### src/rtl/riscv_pkg.sv
// riscv_pkg: shared ISA widths, reset defaults and the fetch buffer entry layout
package riscv_pkg;

    localparam int XLEN = 32;
    localparam int ILEN = 32;
    localparam logic [ILEN-1:0] NOP_INSTR = 32'h0000_0013;
    localparam logic [XLEN-1:0] DEFAULT_RESET_PC = 32'h0000_0000;
    localparam int ENTRY_W = XLEN + ILEN;

    // Buffer entry as stored in fetch_fifo: PC in the upper half, instruction below
    function automatic logic [ENTRY_W-1:0] pack_entry(input logic [XLEN-1:0] pc, input logic [ILEN-1:0] instr);
        return {pc, instr};
    endfunction

endpackage

### src/rtl/fetch_fifo.sv
// fetch_fifo: synchronous {pc, instr} buffer with flush, occupancy count and registered head
module fetch_fifo
    import riscv_pkg::*;
#(
    parameter int DEPTH = 4,
    localparam int AW = $clog2(DEPTH),
    localparam int CW = AW + 1
) (
    input  logic               clk,
    input  logic               rst_n,
    input  logic               flush_i,
    input  logic               push_i,
    input  logic [ENTRY_W-1:0] data_i,
    input  logic               pop_i,
    output logic               valid_o,
    output logic [ENTRY_W-1:0] data_o,
    output logic [CW-1:0]      count_o
);

    logic [ENTRY_W-1:0] mem_q [DEPTH];
    logic [AW-1:0]      rd_q, rd_d, wr_q, wr_d;
    logic [CW-1:0]      cnt_q, cnt_d;
    logic               do_push, do_pop;

    assign valid_o = cnt_q != '0;
    assign data_o  = mem_q[rd_q];
    assign count_o = cnt_q;

    // Pointer and occupancy next state; flush empties the buffer and wins over push/pop
    always_comb begin
        do_push = push_i && (cnt_q != CW'(DEPTH));
        do_pop  = pop_i && valid_o;
        rd_d    = flush_i ? '0 : rd_q + AW'(do_pop);
        wr_d    = flush_i ? '0 : wr_q + AW'(do_push);
        cnt_d   = flush_i ? '0 : cnt_q + CW'(do_push) - CW'(do_pop);
    end

    // Pointer and count registers
    always_ff @(posedge clk or negedge rst_n) begin
        if (!rst_n) begin
            rd_q  <= '0;
            wr_q  <= '0;
            cnt_q <= '0;
        end else begin
            rd_q  <= rd_d;
            wr_q  <= wr_d;
            cnt_q <= cnt_d;
        end
    end

    // Entry storage; contents are only observed through a valid count
    always_ff @(posedge clk) begin
        if (do_push && !flush_i) mem_q[wr_q] <= data_i;
    end

endmodule

### src/rtl/fetch_unit.sv
// fetch_unit: in-order instruction fetch with credit-limited requests, redirect flush and drop accounting
module fetch_unit
    import riscv_pkg::*;
#(
    parameter logic [XLEN-1:0] RESET_PC = DEFAULT_RESET_PC,
    parameter int FIFO_DEPTH = 4
) (
    input  logic            clk,
    input  logic            rst_n,
    output logic            imem_req_valid,
    input  logic            imem_req_ready,
    output logic [XLEN-1:0] imem_req_addr,
    input  logic            imem_rsp_valid,
    input  logic [ILEN-1:0] imem_rsp_data,
    input  logic            redirect_valid,
    input  logic [XLEN-1:0] redirect_pc,
    output logic            if_valid,
    input  logic            if_ready,
    output logic [ILEN-1:0] if_instr,
    output logic [XLEN-1:0] if_pc
);

    localparam int AW = $clog2(FIFO_DEPTH);
    localparam int CW = AW + 1;

    logic [XLEN-1:0]    fetch_pc_q, fetch_pc_d;
    logic [CW-1:0]      outst_q, outst_d, drop_q, drop_d;
    logic [XLEN-1:0]    pcq_q [FIFO_DEPTH];
    logic [AW-1:0]      pq_wr_q, pq_wr_d, pq_rd_q, pq_rd_d;
    logic [CW-1:0]      fifo_cnt;
    logic [CW:0]        inflight;
    logic               req_ok, fire, rsp_ok, push;
    logic [ENTRY_W-1:0] head;
    logic               unused_bits;

    // Every issued request already owns a buffer slot, so responses can never overflow the FIFO
    assign inflight       = {1'b0, outst_q} + {1'b0, fifo_cnt};
    assign req_ok         = !redirect_valid && (inflight < (CW+1)'(FIFO_DEPTH));
    assign fire           = req_ok && imem_req_ready;
    assign imem_req_valid = rst_n && req_ok;
    assign imem_req_addr  = {fetch_pc_q[XLEN-1:2], 2'b00};
    // A response with nothing outstanding is a protocol error and is ignored
    assign rsp_ok         = imem_rsp_valid && (outst_q != '0);
    assign if_pc          = head[ENTRY_W-1:ILEN];
    assign if_instr       = head[ILEN-1:0];
    assign unused_bits    = ^redirect_pc[1:0];

    // Fetch PC, outstanding/drop counters and PC-queue pointers; redirect discards all in-flight work
    always_comb begin
        fetch_pc_d = fetch_pc_q;
        outst_d    = outst_q + CW'(fire) - CW'(rsp_ok);
        drop_d     = drop_q;
        pq_wr_d    = pq_wr_q;
        pq_rd_d    = pq_rd_q;
        push       = 1'b0;
        if (redirect_valid) begin
            fetch_pc_d = {redirect_pc[XLEN-1:2], 2'b00};
            drop_d     = outst_q - CW'(rsp_ok);
            pq_wr_d    = '0;
            pq_rd_d    = '0;
        end else begin
            if (fire) begin
                fetch_pc_d = fetch_pc_q + 32'd4;
                pq_wr_d    = pq_wr_q + AW'(1);
            end
            if (rsp_ok && drop_q != '0) begin
                drop_d = drop_q - CW'(1);
            end else if (rsp_ok) begin
                push    = 1'b1;
                pq_rd_d = pq_rd_q + AW'(1);
            end
        end
    end

    // Control state registers
    always_ff @(posedge clk or negedge rst_n) begin
        if (!rst_n) begin
            fetch_pc_q <= {RESET_PC[XLEN-1:2], 2'b00};
            outst_q    <= '0;
            drop_q     <= '0;
            pq_wr_q    <= '0;
            pq_rd_q    <= '0;
        end else begin
            fetch_pc_q <= fetch_pc_d;
            outst_q    <= outst_d;
            drop_q     <= drop_d;
            pq_wr_q    <= pq_wr_d;
            pq_rd_q    <= pq_rd_d;
        end
    end

    // PC queue: records each request address so the matching response can be tagged in order
    always_ff @(posedge clk) begin
        if (fire) pcq_q[pq_wr_q] <= fetch_pc_q;
    end

    fetch_fifo #(.DEPTH(FIFO_DEPTH)) u_fifo (
        .clk     (clk),
        .rst_n   (rst_n),
        .flush_i (redirect_valid),
        .push_i  (push),
        .data_i  (pack_entry(pcq_q[pq_rd_q], imem_rsp_data)),
        .pop_i   (if_ready),
        .valid_o (if_valid),
        .data_o  (head),
        .count_o (fifo_cnt)
    );

endmodule

### config.mk
export PLATFORM = sky130hd
export DESIGN_NAME = fetch_unit
export DESIGN_NICKNAME = d
export VERILOG_FILES = /design/src/rtl/riscv_pkg.sv /design/src/rtl/fetch_fifo.sv /design/src/rtl/fetch_unit.sv
export SDC_FILE = /design/constraint.sdc
export NUM_CORES = 1
export LEC_CHECK = 0
export BUFFER_PORTS_ARGS = -buffer_cell sky130_fd_sc_hd__buf_2
export CAP_MARGIN = 30
export CORE_MARGIN = 3
export CORE_UTILIZATION = 45
export DETAILED_ROUTE_END_ITERATION = 10
export PLACE_DENSITY_LB_ADDON = 0.15
export SETUP_SLACK_MARGIN = 0.02
export SLEW_MARGIN = 20
export SYNTH_ARGS = -nofsm -noshare
export SYNTH_HDL_FRONTEND = slang
export SYNTH_SLANG_ARGS = --single-unit
### constraint.sdc
create_clock -name clk -period 5.8 [get_ports clk]
set_input_delay 0.29 -clock clk [delete_from_list [all_inputs] [get_ports clk]]
set_output_delay 0.29 -clock clk [all_outputs]
set_load 0.05 [all_outputs]
After elaboration in Yosys (flattened, before gate mapping). Memory sizes are Yosys's and may differ from the RTL's. Cells that the tools add are included.

Memory bits (writable): 384. Memories kept: 2. Input port bits: 70. Logic and storage cells: 60. Output and inout bits: 98. Flip-flop bits (word level): 49. Latch bits: 0. Memory bits (read-only): 0.

Memories: u_fifo.mem_q (depth 4, width 64, read ports 1, clocked after memory_dff 0, write ports 1, RTL line fetch_fifo.sv:20) `logic [ENTRY_W-1:0] mem_q [DEPTH];`; pcq_q (depth 4, width 32, read ports 1, clocked after memory_dff 0, write ports 1, RTL line fetch_unit.sv:28) `logic [XLEN-1:0] pcq_q [FIFO_DEPTH];`.

Bitwise operators: 0. Multipliers: 0. Reduce and logical (&&, ||, !) cells: 16. Divide/modulo/power cells: 0. Eq/ne operators: 2. Add/subtract/negate cells: 12. $lt $le $gt $ge: 1. Multiplexer cells: 19. Shift operators: 0.

Operator list (count): two-way mux 32 bit (2); adder 32 x 3 -> 32 bit, second input constant (1); two-way mux 2 bit (7); two-way mux 3 bit (3); nonzero test 3 bit (3); subtractor 3 x 1 -> 3 bit (3); logical AND 1 bit (8); two-way mux 1 bit (7); adder 3 x 1 -> 3 bit (2); nonzero test 2 bit (3); adder 2 x 1 -> 2 bit (2); adder 2 x 1 -> 2 bit, second input constant (2); adder 3 x 3 -> 4 bit (1); < comparator 4 x 3 -> 1 bit, second input constant (1); inequality test 3 bit, second input constant (1); subtractor 3 x 1 -> 3 bit, second input constant (1); inequality test 2 bit, second input constant (1); AND reduction 2 bit (1); logical NOT 1 bit (1).

Depth between registers and ports, before layout.
Depth in word-level cells: 9. Gate-level depth with buffers: 10. Gate-level depth less buffers: 10.

Hierarchy. Synthesis repeated with hierarchy kept, for this count alone.

Cell total of the unflattened synthesis: 807. Area, all modules: 16544.6 sq um.

Modules (own cells, without submodules): fetch_fifo (cells an instance 377, instances 1, area an instance 9716.8 sq um, seq. area each 7862.5 sq um); fetch_unit (cells an instance 430, instances 1, area an instance 6827.8 sq um, seq. area each 4604.4 sq um).

Worst setup path before layout. No wires, ideal clock.

Path type: flip-flop to flip-flop. Start point: register drop_q[0]. End point: memory u_fifo.mem_q[0][0] in the netlist's numbering, enable pin. Data arrival time: 5.856 ns. Stages on the path, launching flop included: 7. Clock period less this slack: 6.428 ns. Data required time: 5.228 ns. Path buffers: 0. Setup time: 0.572 ns. Slack: -0.628 ns. Path through: dfrtp_1 inv_1 ha_1 ha_1 nand2_1 a211oi_1 nor3b_1.

Word-level cells in the longest chain between the ends: 8.

RTL lines: start: declaration (RTL line fetch_unit.sv:27) `logic [CW-1:0] outst_q, outst_d, drop_q, drop_d;`; start signal: assignment (RTL line fetch_unit.sv:86) `drop_q <= drop_d;`; nonzero test 3 bit (RTL line fetch_unit.sv:66) `if (rsp_ok && drop_q != '0) begin`; logical AND 1 bit (RTL line fetch_unit.sv:66); two-way mux 1 bit (RTL line fetch_unit.sv:66); two-way mux 1 bit (RTL line fetch_unit.sv:56) `if (redirect_valid) begin`; logical AND 1 bit (RTL line fetch_fifo.sv:31) `do_push = push_i && (cnt_q != CW'(DEPTH));`; logical AND 1 bit (RTL line fetch_fifo.sv:53) `if (do_push && !flush_i) mem_q[wr_q] <= data_i;`; two-way mux 1 bit (RTL line fetch_fifo.sv:53); two-way mux 1 bit (implied by the code) (RTL line fetch_fifo.sv:53); end: declaration (RTL line fetch_fifo.sv:20).

No other way between the ends.

Worst setup path in the final report.
Start point: register outst_q[2]. End point: register fetch_pc_q[31].

Word-level cells in the longest chain between the ends: 5.

RTL lines: start: declaration (RTL line fetch_unit.sv:27); start signal: assignment (RTL line fetch_unit.sv:85) `outst_q <= outst_d;`; adder 3 x 3 -> 4 bit (RTL line fetch_unit.sv:37) `assign inflight = {1'b0, outst_q} + {1'b0, fifo_cnt};`; < comparator 4 x 3 -> 1 bit (RTL line fetch_unit.sv:38) `assign req_ok = !redirect_valid && (inflight < (CW+1)'(FIFO_DEPTH));`; logical AND 1 bit (RTL line fetch_unit.sv:38); logical AND 1 bit (RTL line fetch_unit.sv:39) `assign fire = req_ok && imem_req_ready;`; nonzero test 2 bit (no source line); end signal: assignment (RTL line fetch_unit.sv:78) `fetch_pc_q <= {RESET_PC[XLEN-1:2], 2'b00};`; end signal: assignment (RTL line fetch_unit.sv:84) `fetch_pc_q <= fetch_pc_d;`; end: declaration (RTL line fetch_unit.sv:26) `logic [XLEN-1:0] fetch_pc_q, fetch_pc_d;`.

No other way between the ends. A chain may end at the register's enable or synchronous reset.

==> impl_metrics.json <==
{
  "yosysSeqAreaShare_pct": 76.42,
  "worstSetupEndpointType": "register",
  "fp-row-count": 68,
  "die_w_um": 194.6,
  "fill_cells": 2730,
  "cp_max_fo": 17,
  "slew_viol_final": 0,
  "synth_edf_count": 368,
  "drc": 0,
  "first_global_vias": 8451,
  "synth-main-ff-cell": "edfxtp_1",
  "critPathRequiredTime_ps": 6220,
  "regArea_sq_mm": 0.01223,
  "setup_viol": 0,
  "drv_cap": 0,
  "yosysUniqueCellTypes": 44,
  "grt_max_degree": 73,
  "die_area_sq_mm": 0.03786,
  "cp_data_arrival_time_ps": 3910,
  "tritoncts": "done",
  "hp-class": "input port to register",
  "rsz0062_at_grt": "no",
  "crit_chain": "ha_1, or4b_4, or4_1, or4_1, o211a_1, a211o_1",
  "die_h_um": 194.6,
  "synth_top_cells_by_count": "edfxtp_1, mux4_2, dfrtp_1",
  "cts.sinks": 415,
  "multi_input_area_sq_mm": 0.003573,
  "grt_first_pass_wirelength_um": 49270,
  "p_per_area_mw_per_mm2": 415.1,
  "final.setup.tns_ps": 0,
  "cts_buffers": 43,
  "ys_ff_latch": 415,
  "period_needed_ps": 3495,
  "start_util_pct": 45.98,
  "grt-ovfl-total": 0,
  "final_cell_area_sq_mm": 0.01932,
  "worstSetupStartpointType": "register",
  "grt_use_total_pct": 16.93,
  "critPathSlowestCell": "or4_1",
  "wl_per_cell_um": 20.75,
  "path_clk_slew_ps": 60,
  "viasPerCell": 5.264,
  "drt-total-wl_um": 31640,
  "portBuffers": 161,
  "irDropWorstVdd_mv": 0.2821,
  "max_slew_margin_pct": 41.42,
  "yosysTopAreaCell": "edfxtp_1",
  "cts_buffer_depth": 3,
  "tightest_slew_ps": 878.7,
  "synth-async-reset-ratio_pct": 11.33,
  "dpl.hpwl_um": 19330,
  "critPathKind": "register to register",
  "synth_top_area_share_pct": 69.06,
  "ios": 168,
  "gp_congestion": 0.7750,
  "crit_top_cell": "or4_1",
  "antenna_cells": 0,
  "drt-initial-drc-count": 349,
  "cts_root_buffer": "clkbuf_16",
  "syn_inst": 789,
  "crit_buf_inv": 0,
  "antenna_left": 0,
  "path_delay_family": "simple AND/OR/NAND/NOR gates",
  "place_area_sq_mm": 0.01745,
  "leakage_uw": 0.006609,
  "synth.avg_cell_area_sq_um": 20.28,
  "htree_num_levels": 2,
  "nNetsFinal": 1124,
  "final_hold_viol_count": 0,
  "max_freq_ghz": 0.2861,
  "layout-drive-gt1-share_pct": 31.21,
  "fin_util_pct": 55.53,
  "firstDrtPassIters": 5,
  "netlist_area_sq_mm": 0.01600,
  "via_count": 8027,
  "synthToLayoutAreaGrowth_pct": 20.77,
  "clk_latency_ps": 530,
  "status": "completed",
  "period_share_pct": 60.26,
  "yosysWarnings": 0,
  "max_stage_delay_ps": 830,
  "synth_area_leaders": "edfxtp_1, mux4_2, dfrtp_1",
  "core_sq_mm": 0.03480,
  "synthMostInstantiatedCell": "edfxtp_1",
  "antenna_found_initial": 0,
  "clock_skew_ps": 10.54
}
[worst paths after layout]
| check | from | to | slack (ps) | cells past startpoint |
|---|---|---|---|---|
| setup reg to reg | outst_q[2] | fetch_pc_q[31] | 2300 | 6 |
| min in group asynchronous | rst_n | fetch_pc_q[30] | 400 | 3 |
| setup / recovery | outst_q[2] | fetch_pc_q[31] | 2300 | 6 |
| max in group asynchronous | rst_n | u_fifo.rd_q[0] | 4900 | 3 |
| hold / removal | redirect_pc[19] | fetch_pc_q[19] | 30 | 3 |
| hold reg to reg | outst_q[0] | outst_q[0] | 570 | 1 |
[final cells by class]
class	count	area share, %
Inverter	20	0.3885
Clock inverter	22	0.6928
Clock buffer	58	5.912
Sequential cell	415	63.31
Tap cell	455	2.946
Timing Repair Buffer	237	8.256
Multi-Input combinational cell	318	18.49
[per-layer routing]
metal	track usage, %	part of all wire (%)	wire [um]	up-vias
met5	0	0	0	-
met4	4.574	2.0	629	0
met3	3.276	7.1	2260	42
met2	28.16	48	15340	239
met1	23.20	42	13400	4090
li1	-	-	-	3656
[logic make-up after synthesis]
kind of cell               after synthesis  synth area share, %
xor gates and xnor gates                35                1.916
buffers and inverters                   59                1.494
and+or+nand+nor                        125                3.972
other                                    1              0.02344
DFF                                    415                76.42
AOI/OAI and AO/OA                       41                1.517
muxes                                   94                13.08
adders and majority gates               19                1.580
[what timing repair did]
action | CTS | global route
buffers inserted | 0 | 0
hold buffers | 60 | 0
hold endpoints to repair | 202 | 0
gates resized for setup | 0 | 0
[where the power goes]
part	internal [uW]	leakage [uW]	switching, uW
Sequential	3500	0.00390	176
Clock	1430	0.000620	1050
Combinational	662	0.00209	1200
[state kept, by name, summed over array words and instances (netlist names)]
signal	flops
drop_q	3
fetch_pc_q	30
outst_q	3
pcq_q	120
pq_rd_q	2
pq_wr_q	2
u_fifo.count_o	3
u_fifo.mem_q	248
u_fifo.rd_q	2
u_fifo.wr_q	2
[stage by stage]
step | worst slack [ps] | total power [uW] | instances | hold WS, ps
after global placement | 2328 | 5565 | 1381 | 441.9
after CTS | 2292 | 8148 | 1525 | 0.5188
after detailed placement | 2300 | 5613 | 1385 | 439.9
after global routing | 2220 | 8389 | 1525 | 34.41
final | 2305 | 8022 | 1525 | 33.10
after floorplan | 1400 | 5112 | 792 | -5.591
[worst min-delay path: cells and delay by family]
kind / cells / cell delay, ps
AO/OA/AOI/OAI: 1 / 60
buffers and inverters: 1 / 110
AND/OR/NAND/NOR: 1 / 60
[placed cells by master, fill, tap and decap left out, drive strengths merged, types with 5 or more instances in the layout]
| cell | netlist | layout |
|---|---|---|
| nor2 | 15 | 15 |
| mux4 | 92 | 92 |
| nand3 | 15 | 15 |
| and3 | 7 | 7 |
| dlygate4sd3 | 0 | 60 |
| edfxtp | 368 | 368 |
| xnor2 | 25 | 25 |
| xor2 | 10 | 10 |
| nand2 | 41 | 41 |
| inv | 19 | 22 |
| clkinv | 1 | 18 |
| dfrtp | 47 | 47 |
| and2 | 5 | 5 |
| clkbuf | 22 | 58 |
| o21ai | 26 | 26 |
| nor4 | 9 | 9 |
| buf | 17 | 177 |
| nor3 | 11 | 11 |
| ha | 17 | 17 |
Note: power is estimated with default switching activity, not from simulation.
